### src/rtl/rt_ray_gen_lanes.sv
// rt_ray_gen_lanes: raster-order primary ray direction generator.
// Emits LANES adjacent pixels per beat; positions are built incrementally
// from latched camera vectors using adds only (no multipliers).
module rt_ray_gen_lanes #(
    parameter int FP_WL      = 32,
    parameter int FP_QW      = 16,
    parameter int COORD_BITS = 12,
    parameter int LANES      = 2
) (
    input  logic                        clk,
    input  logic                        rst,
    input  logic                        start,
    input  logic                        stall,
    input  logic [COORD_BITS-1:0]       image_width,
    input  logic [COORD_BITS-1:0]       image_height,
    input  logic [3*FP_WL-1:0]          pixel_00_loc,
    input  logic [3*FP_WL-1:0]          pixel_delta_u,
    input  logic [3*FP_WL-1:0]          pixel_delta_v,
    input  logic [3*FP_WL-1:0]          camera_center,
    output logic                        valid,
    output logic                        last,
    output logic [COORD_BITS-1:0]       x_out,
    output logic [COORD_BITS-1:0]       y_out,
    output logic [LANES-1:0]            lane_mask,
    output logic [LANES*3*FP_WL-1:0]    ray_dir,
    output logic                        busy,
    output logic                        done
);

    localparam int unsigned VW = 3 * FP_WL;
    localparam int unsigned CW = $clog2(LANES) + 1;

    localparam logic [1:0] IDLE  = 2'd0;
    localparam logic [1:0] SETUP = 2'd1;
    localparam logic [1:0] RUN   = 2'd2;

    // FP_QW only fixes where the binary point is read; arithmetic is plain integer.
    if (FP_QW >= FP_WL) begin : g_qw_exceeds_word
    end

    logic [1:0]            state;
    logic [CW-1:0]         setup_cnt;
    logic [COORD_BITS-1:0] wl, hl, cur_x, cur_y;
    logic [VW-1:0]         du, dv, cam;
    logic [VW-1:0]         acc;        // becomes LANES*du (the stride) at end of SETUP
    logic [VW-1:0]         row_base;   // position of (0, cur_y)
    logic [VW-1:0]         grp_base;   // position of (cur_x, cur_y)
    logic [VW-1:0]         offs [LANES];

    logic [COORD_BITS:0]   nx;
    logic                  row_end;
    logic                  last_c;
    logic [LANES-1:0]      mask_c;
    logic [LANES*VW-1:0]   ray_c;

    function automatic logic [VW-1:0] vadd(input logic [VW-1:0] a, input logic [VW-1:0] b);
        logic [VW-1:0] r;
        r = '0;
        for (int unsigned c = 0; c < 3; c++)
            r[c*FP_WL +: FP_WL] = a[c*FP_WL +: FP_WL] + b[c*FP_WL +: FP_WL];
        return r;
    endfunction

    function automatic logic [VW-1:0] vsub(input logic [VW-1:0] a, input logic [VW-1:0] b);
        logic [VW-1:0] r;
        r = '0;
        for (int unsigned c = 0; c < 3; c++)
            r[c*FP_WL +: FP_WL] = a[c*FP_WL +: FP_WL] - b[c*FP_WL +: FP_WL];
        return r;
    endfunction

    assign busy = (state != IDLE);

    // Next-beat contents derived from the current traversal position
    always_comb begin
        nx      = {1'b0, cur_x} + (COORD_BITS+1)'(LANES);
        row_end = (nx >= {1'b0, wl});
        last_c  = row_end && (cur_y == hl - COORD_BITS'(1));
        mask_c  = '0;
        ray_c   = '0;
        for (int unsigned k = 0; k < LANES; k++) begin
            mask_c[k]            = (({1'b0, cur_x} + (COORD_BITS+1)'(k)) < {1'b0, wl});
            ray_c[k*VW +: VW]    = vsub(vadd(grp_base, offs[k]), cam);
        end
    end

    // Control FSM, lane-offset setup, traversal and output register
    always_ff @(posedge clk) begin
        if (rst) begin
            state     <= IDLE;
            setup_cnt <= '0;
            valid     <= 1'b0;
            last      <= 1'b0;
            done      <= 1'b0;
            x_out     <= '0;
            y_out     <= '0;
            lane_mask <= '0;
            ray_dir   <= '0;
            cur_x     <= '0;
            cur_y     <= '0;
        end else begin
            done <= 1'b0;
            case (state)
                IDLE: begin
                    if (start) begin
                        wl        <= image_width;
                        hl        <= image_height;
                        du        <= pixel_delta_u;
                        dv        <= pixel_delta_v;
                        cam       <= camera_center;
                        row_base  <= pixel_00_loc;
                        grp_base  <= pixel_00_loc;
                        acc       <= '0;
                        setup_cnt <= '0;
                        cur_x     <= '0;
                        cur_y     <= '0;
                        if (image_width == '0 || image_height == '0)
                            done <= 1'b1;
                        else
                            state <= SETUP;
                    end
                end
                SETUP: begin
                    for (int unsigned k = 0; k < LANES; k++)
                        if (setup_cnt == CW'(k))
                            offs[k] <= acc;
                    acc       <= vadd(acc, du);
                    setup_cnt <= setup_cnt + CW'(1);
                    if (setup_cnt == CW'(LANES - 1))
                        state <= RUN;
                end
                RUN: begin
                    // A final beat in the register blocks further loads until accepted.
                    if (valid && last) begin
                        if (!stall) begin
                            valid <= 1'b0;
                            last  <= 1'b0;
                            done  <= 1'b1;
                            state <= IDLE;
                        end
                    end else if (!valid || !stall) begin
                        valid     <= 1'b1;
                        last      <= last_c;
                        x_out     <= cur_x;
                        y_out     <= cur_y;
                        lane_mask <= mask_c;
                        ray_dir   <= ray_c;
                        if (row_end) begin
                            cur_x    <= '0;
                            cur_y    <= cur_y + COORD_BITS'(1);
                            row_base <= vadd(row_base, dv);
                            grp_base <= vadd(row_base, dv);
                        end else begin
                            cur_x    <= nx[COORD_BITS-1:0];
                            grp_base <= vadd(grp_base, acc);
                        end
                    end
                end
                default: state <= IDLE;
            endcase
        end
    end

endmodule

### config.mk
export PLATFORM = sky130hd
export DESIGN_NAME = rt_ray_gen_lanes
export DESIGN_NICKNAME = d
export VERILOG_FILES = /design/src/rtl/rt_ray_gen_lanes.sv
export SDC_FILE = /design/constraint.sdc
export NUM_CORES = 2
export LEC_CHECK = 0
export BUFFER_PORTS_ARGS = -buffer_cell sky130_fd_sc_hd__buf_2
export CAP_MARGIN = 10
export CELL_PAD_IN_SITES_DETAIL_PLACEMENT = 0
export CELL_PAD_IN_SITES_GLOBAL_PLACEMENT = 1
export CORE_ASPECT_RATIO = 1.4
export CORE_UTILIZATION = 51
export CTS_CLUSTER_SIZE = 8
export DETAILED_ROUTE_END_ITERATION = 8
export PLACE_DENSITY_LB_ADDON = 0.1
export SLEW_MARGIN = 30
export SYNTH_ARGS = -nofsm -noshare
export SYNTH_HDL_FRONTEND = slang
export SYNTH_SLANG_ARGS = --single-unit
### constraint.sdc
create_clock -name clk -period 55.9 [get_ports clk]
set_input_delay 11.18 -clock clk [delete_from_list [all_inputs] [get_ports clk]]
set_output_delay 11.18 -clock clk [all_outputs]
set_load 0.02 [all_outputs]
==> flow_summary.json <==
{
  "yosysMostFrequentCell": "edfxtp_1",
  "reg2reg_depth": 13,
  "tightestPinTransition_ns": 1.04,
  "dp_cells": 8603,
  "h-tree-depth": 4,
  "clock_skew_ns": 0.0319,
  "hold_path_depth": 2,
  "p_per_area_nw_per_um2": 31.1,
  "io_buffer_count": 632,
  "synth_flop_cell": "edfxtp_1",
  "synth_edf_count": 792,
  "wl_um": 194000,
  "end_kind": "flop",
  "power_uw": 2300,
  "grt_pass1_wl_um": 289000,
  "r2r_start": "cur_x[1]",
  "grt_max_degree": 128,
  "area_delta_synth_final_pct": 14.3,
  "postCtsSetupBuffers": 0,
  "grt_overflow": 0,
  "ir_drop_v": 0.0000339,
  "ys_seq_area_share_pct": 44.5,
  "hold_path.class": "reg -> reg",
  "sw_frac_of_total_pct": 29.9,
  "arrival_ns": 14.49,
  "vias": 49800,
  "yosysUniqueCellTypes": 94,
  "ant_nets": 0,
  "path_max_fanout": 54,
  "final_max_slew_viol_count": 0,
  "grt_usage_pct": 30.0,
  "fp.dieH_um": 423,
  "max_freq_mhz": 71.0,
  "timing.final.crit_share_pct": 25.2,
  "clk_pin_slew_worst_paths_ns": 0.05,
  "cts_resized": 0,
  "core-area_um2": 126000,
  "setup_ws_ns": 41.81,
  "dpl_worst_slack_ns": 41.07,
  "pin_count": 634,
  "final_cells": 8839,
  "hp-start": "ray_dir[39]",
  "pwr-share-seq_pct": 39.7,
  "yosysWarningCount": 0,
  "maxCapViolCount": 0,
  "worstReg2RegEnd": "row_base[25]",
  "grt_pass1_vias": 49600,
  "die_w_um": 303,
  "critPathRequiredTime_ns": 56.30,
  "cellLeakagePower_uw": 0.0324,
  "netlist.area_leader.share_pct": 36.9,
  "reg2reg_setup_slack_ns": 51.15,
  "cts-hold-fix-buffers": 0,
  "setup_violations": 0,
  "min_to": "ray_dir[39]",
  "combPwrFrac_pct": 23.3,
  "drt_iter0_drc": 3448,
  "path_class": "in -> reg",
  "syn_area_um2": 64500,
  "die_area_um2": 128000,
  "syn_area_per_cell_um2": 9.96,
  "synth-seq-cells": 1039,
  "avgRoutedWirePerCell_um": 21.9,
  "drive_gt1_share_pct": 12.6,
  "status": "completed",
  "drc_errors": 0,
  "routed_via_density": 5.63,
  "hold_viol_final": 0,
  "clkPwrFrac_pct": 37.0,
  "finalSetupTns_ns": 0,
  "cts_tree": "yes",
  "yosys.area.top_type": "edfxtp_1",
  "clk_latency_ns": 0.79,
  "cts_buffer_depth": 3,
  "final_nets": 8230,
  "rsz0062_at_grt": "false",
  "intPower_uw": 1610,
  "syn_nets": 7592,
  "root_buffer": "clkbuf_16",
  "synthArstFlopShare_pct": 0,
  "dr.pass1.iters": 5,
  "final_core_util_pct": 58.7,
  "antenna_found_initial": 7,
  "period_needed_ns": 14.09,
  "start_util_pct": 51.4,
  "p_switching_uw": 688,
  "critPathLaunchType": "primary input",
  "dp_hpwl_um": 152000,
  "synthCells": 6478,
  "rows": 154,
  "synth_area_leaders": "edfxtp_1 (37%), ha_1 (9.8%), dfxtp_1 (7.7%)",
  "slew_headroom_pct": 30.6,
  "synth_commonest_cells": "edfxtp_1 (792), inv_1 (757), nand2_1 (631)",
  "cts.sinks": 1039,
  "cts_buffers": 148,
  "gp_congestion": 0.944
}
## power groups by stage
stage / Clock, uW / Combinational, uW / Sequential (uW)
6_report: 851 / 536 / 911
5_1_grt: 895 / 595 / 914
4_1_cts: 865 / 534 / 911
3_5_place_dp: 0 / 530 / 926
3_3_place_gp: 0 / 527 / 925
2_1_floorplan: 0 / 380 / 925
## per-layer routing
layer	vias up	global-route usage, %	share of wire, %
li1	24100	-	-
met1	23800	38.0	42
met2	1529	49.7	47
met3	369	5.35	6.5
met4	2	13.9	4.7
met5	-	0	0.0072
## metrics by stage
step | hold WS [ns] | area [um2]
floorplan | 0.454 | 64500
global placement | 0.430 | 69400
detailed placement | 0.442 | 69400
CTS | 0.449 | 73700
global route | 0.461 | 73800
finish | 0.447 | 73800
## kinds of logic after synthesis
kind of cell | count (synthesis) | synth area share [%]
XOR/XNOR | 433 | 5.88
other | 1 | 0.00581
AO/OA/AOI/OAI | 1725 | 16.7
multiplexers | 14 | 0.225
buffers and inverters | 936 | 5.45
AND/OR/NAND/NOR | 1628 | 11.3
flip-flops | 1039 | 44.5
adder cells (fa/ha/maj) | 702 | 15.9
## registers in the layout, indices dropped and copies added, names as in the netlist
signal and count:
valid 1, wl 12, hl 12, cam 96, state 2, cur_x 11, x_out 11, last 1
acc 96, ray_dir 192, grp_base 96, y_out 12, lane_mask 2, setup_cnt 2, cur_y 12, row_base 96
done 1, dv 96, offs 192, du 96
## cells in the final DEF, fill, tap and decap left out, types with 71 or more instances in the layout
cell | Yosys | layout
fa_1 | 195 | 195
dfxtp_1 | 247 | 247
a211oi_1 | 91 | 91
ha_1 | 507 | 507
nand2_1 | 631 | 629
nor2_1 | 470 | 464
o21ai_0 | 394 | 394
a21oi_1 | 556 | 556
a21o_1 | 219 | 219
xor2_1 | 180 | 180
clkbuf_16 | 0 | 159
inv_1 | 757 | 757
nor3_1 | 91 | 89
buf_2 | 1 | 631
clkbuf_1 | 164 | 71
edfxtp_1 | 792 | 792
nand3_1 | 95 | 95
xnor2_1 | 253 | 253
## critical path, stage by stage
cell and delay [ns]:
buf_2 0.12, o21ai_0 0.54, a21oi_1 0.22, or2_2 0.46, a21o_1 0.31, nor2_4 0.11, buf_4 0.72, buf_4 0.67
## final cells by class
| type | instances | area (um2) |
|---|---|---|
| sequential | 1039 | 28700 |
| timing repair buffer | 667 | 3470 |
| inverter | 757 | 2840 |
| clock inverter | 2 | 38.8 |
| clock buffer | 231 | 4260 |
| antenna | 2 | 5.00 |
| multi-input combinational | 4503 | 32400 |
| tap | 1638 | 2050 |
| fill | 11100 | 51800 |
## how the worst max path moves through the flow
stage	slack, ns	start	cells after the start	to
after floorplan	30.22	rst	4	cam[0]
after global placement	41.15	stall	8	row_base[20]
after detailed placement	41.07	stall	8	row_base[20]
after CTS	41.90	stall	8	row_base[20]
after global routing	41.70	stall	8	row_base[25]
final	41.81	stall	8	row_base[25]
Power figures use the tool's default switching activity.
